<file path="config.mk">
export PLATFORM = sky130hd
export DESIGN_NAME = rf_banked_param
export DESIGN_NICKNAME = d
export VERILOG_FILES = /design/src/rtl/rf_pkg.sv /design/src/rtl/rf_clear_seq.sv /design/src/rtl/rf_banked_param.sv
export SDC_FILE = /design/constraint.sdc
export NUM_CORES = 1
export LEC_CHECK = 0
export ABC_AREA = 1
export CAP_MARGIN = 40
export CORE_AREA = 2 2 144 146
export CTS_BUF_LIST = sky130_fd_sc_hd__clkbuf_4 sky130_fd_sc_hd__clkbuf_8 sky130_fd_sc_hd__clkbuf_16
export DETAILED_ROUTE_END_ITERATION = 8
export DIE_AREA = 0 0 146 148
export GPL_TIMING_DRIVEN = 1
export PLACE_DENSITY = 0.57
export SYNTH_ARGS = -nofsm -noshare
export SYNTH_HDL_FRONTEND = slang
export SYNTH_HIERARCHICAL = 1
export SYNTH_SLANG_ARGS = --single-unit
</file>
<file path="constraint.sdc">
create_clock -name clk -period 3.1 [get_ports clk]
set_input_delay 0.62 -clock clk [delete_from_list [all_inputs] [get_ports clk]]
set_output_delay 0.62 -clock clk [all_outputs]
set_load 0.1 [all_outputs]
</file>
<file path="src/rtl/rf_pkg.sv">
// Shared types and helpers for the banked register file: clear-sequencer
// state encoding and the log2 used to size the global and per-bank addresses.
package rf_pkg;

   typedef enum logic [0:0] {
      CLR_IDLE  = 1'b0,
      CLR_SWEEP = 1'b1
   } clr_state_t;

   // Number of address bits needed to index 'value' entries (ceiling log2).
   function automatic int clog2_f(input int value);
      int bits_v;
      bits_v = 0;
      for (int i = 0; i < 31; i++) begin
         if ((32'sd1 <<< i) < value) begin
            bits_v = i + 1;
         end else begin
            bits_v = bits_v;
         end
      end
      return bits_v;
   endfunction

endpackage

</file>
<file path="src/rtl/rf_clear_seq.sv">
// Sequential clear sweep: on a request while idle, walks an index over every
// entry, one per cycle, flagging each one for zeroing. Requests during a sweep
// are ignored, so a sweep always lasts exactly DEPTH cycles.
module rf_clear_seq
   import rf_pkg::*;
#(
   parameter int DEPTH = 16,
   parameter int AW    = 4
) (
   input  logic          clk,
   input  logic          rst,
   input  logic          clr_req,
   output logic          clr_busy,
   output logic          clr_en,
   output logic [AW-1:0] clr_idx
);

   localparam logic [AW-1:0] LAST_IDX = AW'(DEPTH - 1);

   clr_state_t    state_r;
   logic [AW-1:0] cnt_r;
   logic          busy_r;

   // Sweep FSM with registered busy flag and sweep index.
   always_ff @(posedge clk or negedge rst) begin
      if (!rst) begin
         state_r <= CLR_IDLE;
         cnt_r   <= '0;
         busy_r  <= 1'b0;
      end else begin
         case (state_r)
            CLR_IDLE: begin
               if (clr_req) begin
                  state_r <= CLR_SWEEP;
                  cnt_r   <= '0;
                  busy_r  <= 1'b1;
               end else begin
                  state_r <= CLR_IDLE;
                  cnt_r   <= '0;
                  busy_r  <= 1'b0;
               end
            end
            CLR_SWEEP: begin
               if (cnt_r == LAST_IDX) begin
                  state_r <= CLR_IDLE;
                  cnt_r   <= '0;
                  busy_r  <= 1'b0;
               end else begin
                  cnt_r   <= cnt_r + AW'(1);
               end
            end
            default: begin
               state_r <= CLR_IDLE;
               cnt_r   <= '0;
               busy_r  <= 1'b0;
            end
         endcase
      end
   end

   assign clr_busy = busy_r;
   assign clr_en   = busy_r;
   assign clr_idx  = cnt_r;

endmodule

</file>
<file path="src/rtl/rf_banked_param.sv">
// Banked register file: one write port per bank of contiguous entries, a
// single global read port (combinational or registered) with optional
// same-cycle write forwarding, and a sequential clear sweep that blocks writes.
module rf_banked_param
   import rf_pkg::*;
#(
   parameter  int DATA_W     = 8,
   parameter  int DEPTH      = 16,
   parameter  int N_WR       = 2,
   parameter  int REG_RD     = 0,
   parameter  int BYPASS     = 1,
   localparam int AW         = clog2_f(DEPTH),
   localparam int BANK_DEPTH = DEPTH / N_WR,
   localparam int BANK_AW    = clog2_f(BANK_DEPTH)
) (
   input  logic                      clk,
   input  logic                      rst,
   input  logic [N_WR-1:0]           wr_en,
   input  logic [N_WR*BANK_AW-1:0]   wr_addr,
   input  logic [N_WR*DATA_W-1:0]    data_in,
   input  logic [AW-1:0]             rd_addr,
   output logic [DATA_W-1:0]         data_out,
   output logic                      rd_valid,
   input  logic                      clr_req,
   output logic                      clr_busy
);

   logic [DATA_W-1:0] mem_r [DEPTH];
   logic [DEPTH-1:0]  vld_r;

   logic              clr_busy_s;
   logic              clr_en_s;
   logic [AW-1:0]     clr_idx_s;

   logic [N_WR-1:0]   wr_acc_s;
   logic [AW-1:0]     wr_gaddr_s [N_WR];
   logic [N_WR-1:0]   byp_hit_s;
   logic              byp_any_s;
   logic [DATA_W-1:0] byp_data_s;
   logic [DATA_W-1:0] rd_data_s;
   logic              rd_vld_s;

   rf_clear_seq #(
      .DEPTH (DEPTH),
      .AW    (AW)
   ) u_clear_seq (
      .clk      (clk),
      .rst      (rst),
      .clr_req  (clr_req),
      .clr_busy (clr_busy_s),
      .clr_en   (clr_en_s),
      .clr_idx  (clr_idx_s)
   );

   assign clr_busy = clr_busy_s;

   // Bank decode: each port lands in its own bank; writes are dropped while sweeping.
   always_comb begin
      for (int b = 0; b < N_WR; b++) begin
         wr_acc_s[b]   = wr_en[b] & ~clr_busy_s;
         wr_gaddr_s[b] = AW'(b * BANK_DEPTH) + AW'(wr_addr[b*BANK_AW +: BANK_AW]);
      end
   end

   // Storage and valid bits; the sweep and accepted writes never overlap in time.
   always_ff @(posedge clk or negedge rst) begin
      if (!rst) begin
         for (int i = 0; i < DEPTH; i++) begin
            mem_r[i] <= '0;
         end
         vld_r <= '0;
      end else begin
         if (clr_en_s) begin
            mem_r[clr_idx_s] <= '0;
            vld_r[clr_idx_s] <= 1'b0;
         end
         for (int b = 0; b < N_WR; b++) begin
            if (wr_acc_s[b]) begin
               mem_r[wr_gaddr_s[b]] <= data_in[b*DATA_W +: DATA_W];
               vld_r[wr_gaddr_s[b]] <= 1'b1;
            end
         end
      end
   end

   // Read mux with forwarding; banks are disjoint so at most one port can hit.
   always_comb begin
      byp_any_s  = 1'b0;
      byp_data_s = '0;
      for (int b = 0; b < N_WR; b++) begin
         byp_hit_s[b] = wr_acc_s[b] && (wr_gaddr_s[b] == rd_addr);
         byp_any_s    = byp_any_s | byp_hit_s[b];
         byp_data_s   = byp_data_s | (byp_hit_s[b] ? data_in[b*DATA_W +: DATA_W] : {DATA_W{1'b0}});
      end
      if ((BYPASS != 0) && byp_any_s) begin
         rd_data_s = byp_data_s;
         rd_vld_s  = 1'b1;
      end else begin
         rd_data_s = mem_r[rd_addr];
         rd_vld_s  = vld_r[rd_addr];
      end
   end

   generate
      if (REG_RD != 0) begin : g_reg_rd
         // Registered read: one cycle of latency from rd_addr to data_out.
         always_ff @(posedge clk or negedge rst) begin
            if (!rst) begin
               data_out <= '0;
               rd_valid <= 1'b0;
            end else begin
               data_out <= rd_data_s;
               rd_valid <= rd_vld_s;
            end
         end
      end else begin : g_comb_rd
         assign data_out = rd_data_s;
         assign rd_valid = rd_vld_s;
      end
   endgenerate

endmodule

</file>
==> summary.md <==
| Metric | Value |
|---|---|
| Run status | complete, no violations |
| Number of unique standard cell types used by synthesis | 24 |
| Final cycle utilization of the critical path | 0.9568 |
| Inserted Clock Buffers | 17 |
| Sink Count | 150 |
| Cells resized by post-CTS repair | 0 |
| Most common library cell in the layout ignoring fill and taps | sky130_fd_sc_hd__nand2_1 |
| Area of the core | 20040 um2 |
| I/O pins | just over 40 |
| Min-delay worst type | input pin to asynchronous set/reset pin |
| GP Congestion | 0.9287 |
| Post-layout total power | ~8.3 mW |
| Routed via count divided by cell count | between 5 and 6 |
| Detail-routed net length per standard cell | about 17 um |
| Yosys Warn Count | 6 |
| Chip Width | approximately 150 um |
| Setup repair after global routing missed its margin | false |
| Final Hold Vio Count | 0 |
| Quantity of hold-fixing buffers added after cts | 0 |
| Final setup violating endpoints | 0 |
| CTS clock-pin slew for the worst setup and hold paths | 0.06 ns |
| Arrival time worst endpoint | approximately 2.4 ns |
| Setup TNS after final layout | 0 ns |
| Proportion of netlist area held by the largest area contributor | 0.4761 |
| Layout net count | 1128 |
| Slew HR | 0.5625 |
| Number of standard cells in the layout, taps in and fillers out | roughly 1400 |
| Wire length of the first global-routing pass | 38700 um |
| Timing-limited maximum frequency | 0.3371 GHz |
| Yosys reg bits | 150 |
| Max Transition Viols Final | 0 |
| Final worst setup slack | 0.1340 ns |
| Layout overhead on the synthesized area | 18.54% |
| Clock tree buffer depth | 2 |
| H-tree levels | 4 |
| Top library cells by usage in the layout, fill and taps aside | sky130_fd_sc_hd__nand2_1, sky130_fd_sc_hd__nand3_1, sky130_fd_sc_hd__dfrtp_1 |
| Worst-case setup slack after placement | about 0.13 ns |
| Final hold slack | about 0.21 ns |
| Lkg Pwr | about 4.6 nW |
| Slew at the pin closest to its max-slew limit | between 0.6 and 0.7 ns |
| Placement Rows | between 50 and 60 |
| Number of global-route vias before repair | around 6900 |
| Reg-to-reg setup timing slack | around 1.3 ns |
| Global routing met2 resource utilization | 0.3524 |
| Root buf cell | sky130_fd_sc_hd__clkbuf_16 |
| Effective utilization at floorplan | 0.3934 |
| GR Layer Usage met3 | 0.03333 |
| Instance count after placement with tap cells included | ~1300 |
| Clock tree from TritonCTS | yes |
| Overall via count from detail_route | 7085 |
| Share of synthesized area occupied by flip-flops and latches | 0.4761 |
| Drt total wl | 24060 um |
| Biggest area contributors in the synthesized netlist | sky130_fd_sc_hd__dfrtp_1, sky130_fd_sc_hd__nand3_1, sky130_fd_sc_hd__nand2_1 |
| Post-synth net total | roughly 1100 |
| Endpoint type of the worst setup path | output port |
| GRT overflow | 0 |
| IR Drop Worst-Case VDD | about 0.00038 V |
| Setup fix buffers added after clock tree synthesis | 0 |
| Count of routing violations after the opening detailed-route iteration | just under 600 |
| Startpoint Class | input pin |
| First-pass detailed-route iteration total | 5 |
| Busiest metal layer after global routing | met2 |
| Die outline height | ~150 um |
| Post-synthesis instance total | 1049 |
| DRC violation count after routing | 0 |
| Met1 Use GR | 0.3405 |
| Post-synth design cell area | just under 8000 um2 |
| Input/output buffers | 40 |
| Clock latency of the later-clocked register in the worst-skew pair | between 0.4 and 0.5 ns |
| Max-capacitance violation count | 0 |
| GRT Overall Usage | 0.2318 |
| Initial antenna violation count | 0 |
| Critical setup path kind | input pin to output port |
| Power per standard cell area | 882.9 nW/um2 |
| Syn avg cell area | roughly 7.5 um2 |
| Final Critical Period | between 2 and 3 ns |
| Count of nets left with antenna violations after detail routing | 0 |
| Post-route clock skew | ~0.0099 ns |
| Post-DP HPWL | 16350 um |
| Proportion of layout cells with a drive suffix above 1 | 0.1118 |
| Top cell type by total area after synthesis | sky130_fd_sc_hd__dfrtp_1 |
| Maximum fanout along the worst path | 9 |
| Die ar. | 21610 um2 |
| Pin count of the biggest net entering global routing | between 60 and 70 |
| WP data required | approximately 2.5 ns |
| Antenna fix cells | 0 |
-- where the power goes --
part / switching, mW / internal (mW) / total, mW
logic: 1.67 / 1.05 / 2.73
clock network: 0.848 / 1.27 / 2.12
registers: 0.537 / 2.87 / 3.41
-- cell usage after synthesis, drive strengths merged --
cell and count:
o21ai 144, xnor2 1, inv 145, clkbuf 4, buf 40, dfrtp 150, clkinv 1, nor2 35
ha 1, xor2 4, nand4 1, nand3 231, nor3 4, nand2 285, o211ai 3
-- per-layer routing --
metal  vias to the layer above  wire [um]
li1                       3480          -
met1                      3401      11750
met2                       177      10880
met3                        27        931
met4                         0        506
met5                         -          0
-- stage by stage --
stage          cell area [um2]  utilization
6_report                  9345       0.4663
5_1_grt                   9345       0.4663
4_1_cts                   9338       0.4660
3_5_place_dp              8736       0.4359
3_3_place_gp              8736       0.4359
2_1_floorplan             7884            -
-- state kept, by name, indices dropped and copies added, names as in the netlist --
register / count
mem_r: 128
u_clear_seq/clr_idx: 4
u_clear_seq/state_r: 1
vld_r: 16
u_clear_seq/clr_busy: 1
-- cells by family after synthesis --
family | share of synthesized area
xor gates and xnor gates | 0.005554
DFF | 0.4761
buffers and inverters | 0.1019
adders and majority gates | 0.001587
AOI/OAI and AO/OA | 0.09427
and+or+nand+nor | 0.3206
-- final timing paths --
kind,start,to,cells after the start
setup reg to reg,u_clear_seq/clr_busy$_DFFE_PN0P_,mem_r[118]$_DFF_PN0_,5
setup / recovery,wr_addr[3],data_out[5],9
min in group clk,vld_r[5]$_DFF_PN0_,vld_r[5]$_DFF_PN0_,2
hold reg to reg,vld_r[5]$_DFF_PN0_,vld_r[5]$_DFF_PN0_,2
hold / removal,rst,mem_r[31]$_DFF_PN0_,1
max in group asynchronous,rst,mem_r[100]$_DFF_PN0_,2
-- cell type report --
type / instances / area [um2]
Clock inverter: 10 / 120.1
Clock buffer: 22 / 481.7
Timing Repair Buffer: 72 / 772.0
Multi-Input combinational cell: 709 / 3332
Sequential cell: 150 / 3754
Fill cell: 2069 / 10690
Inverter: 146 / 548.0
Tap cell: 270 / 337.8
-- critical path, stage by stage --
cell and delay, ns:
sky130_fd_sc_hd__clkdlybuf4s50_1 0.51, sky130_fd_sc_hd__xor2_1 0.21, sky130_fd_sc_hd__nor2_2 0.31, sky130_fd_sc_hd__nand2_1 0.08, sky130_fd_sc_hd__nand2_1 0.08, sky130_fd_sc_hd__inv_2 0.08
sky130_fd_sc_hd__nand3_1 0.09, sky130_fd_sc_hd__nand2_1 0.14, sky130_fd_sc_hd__buf_12 0.21
(Power assumes the default switching activity.)
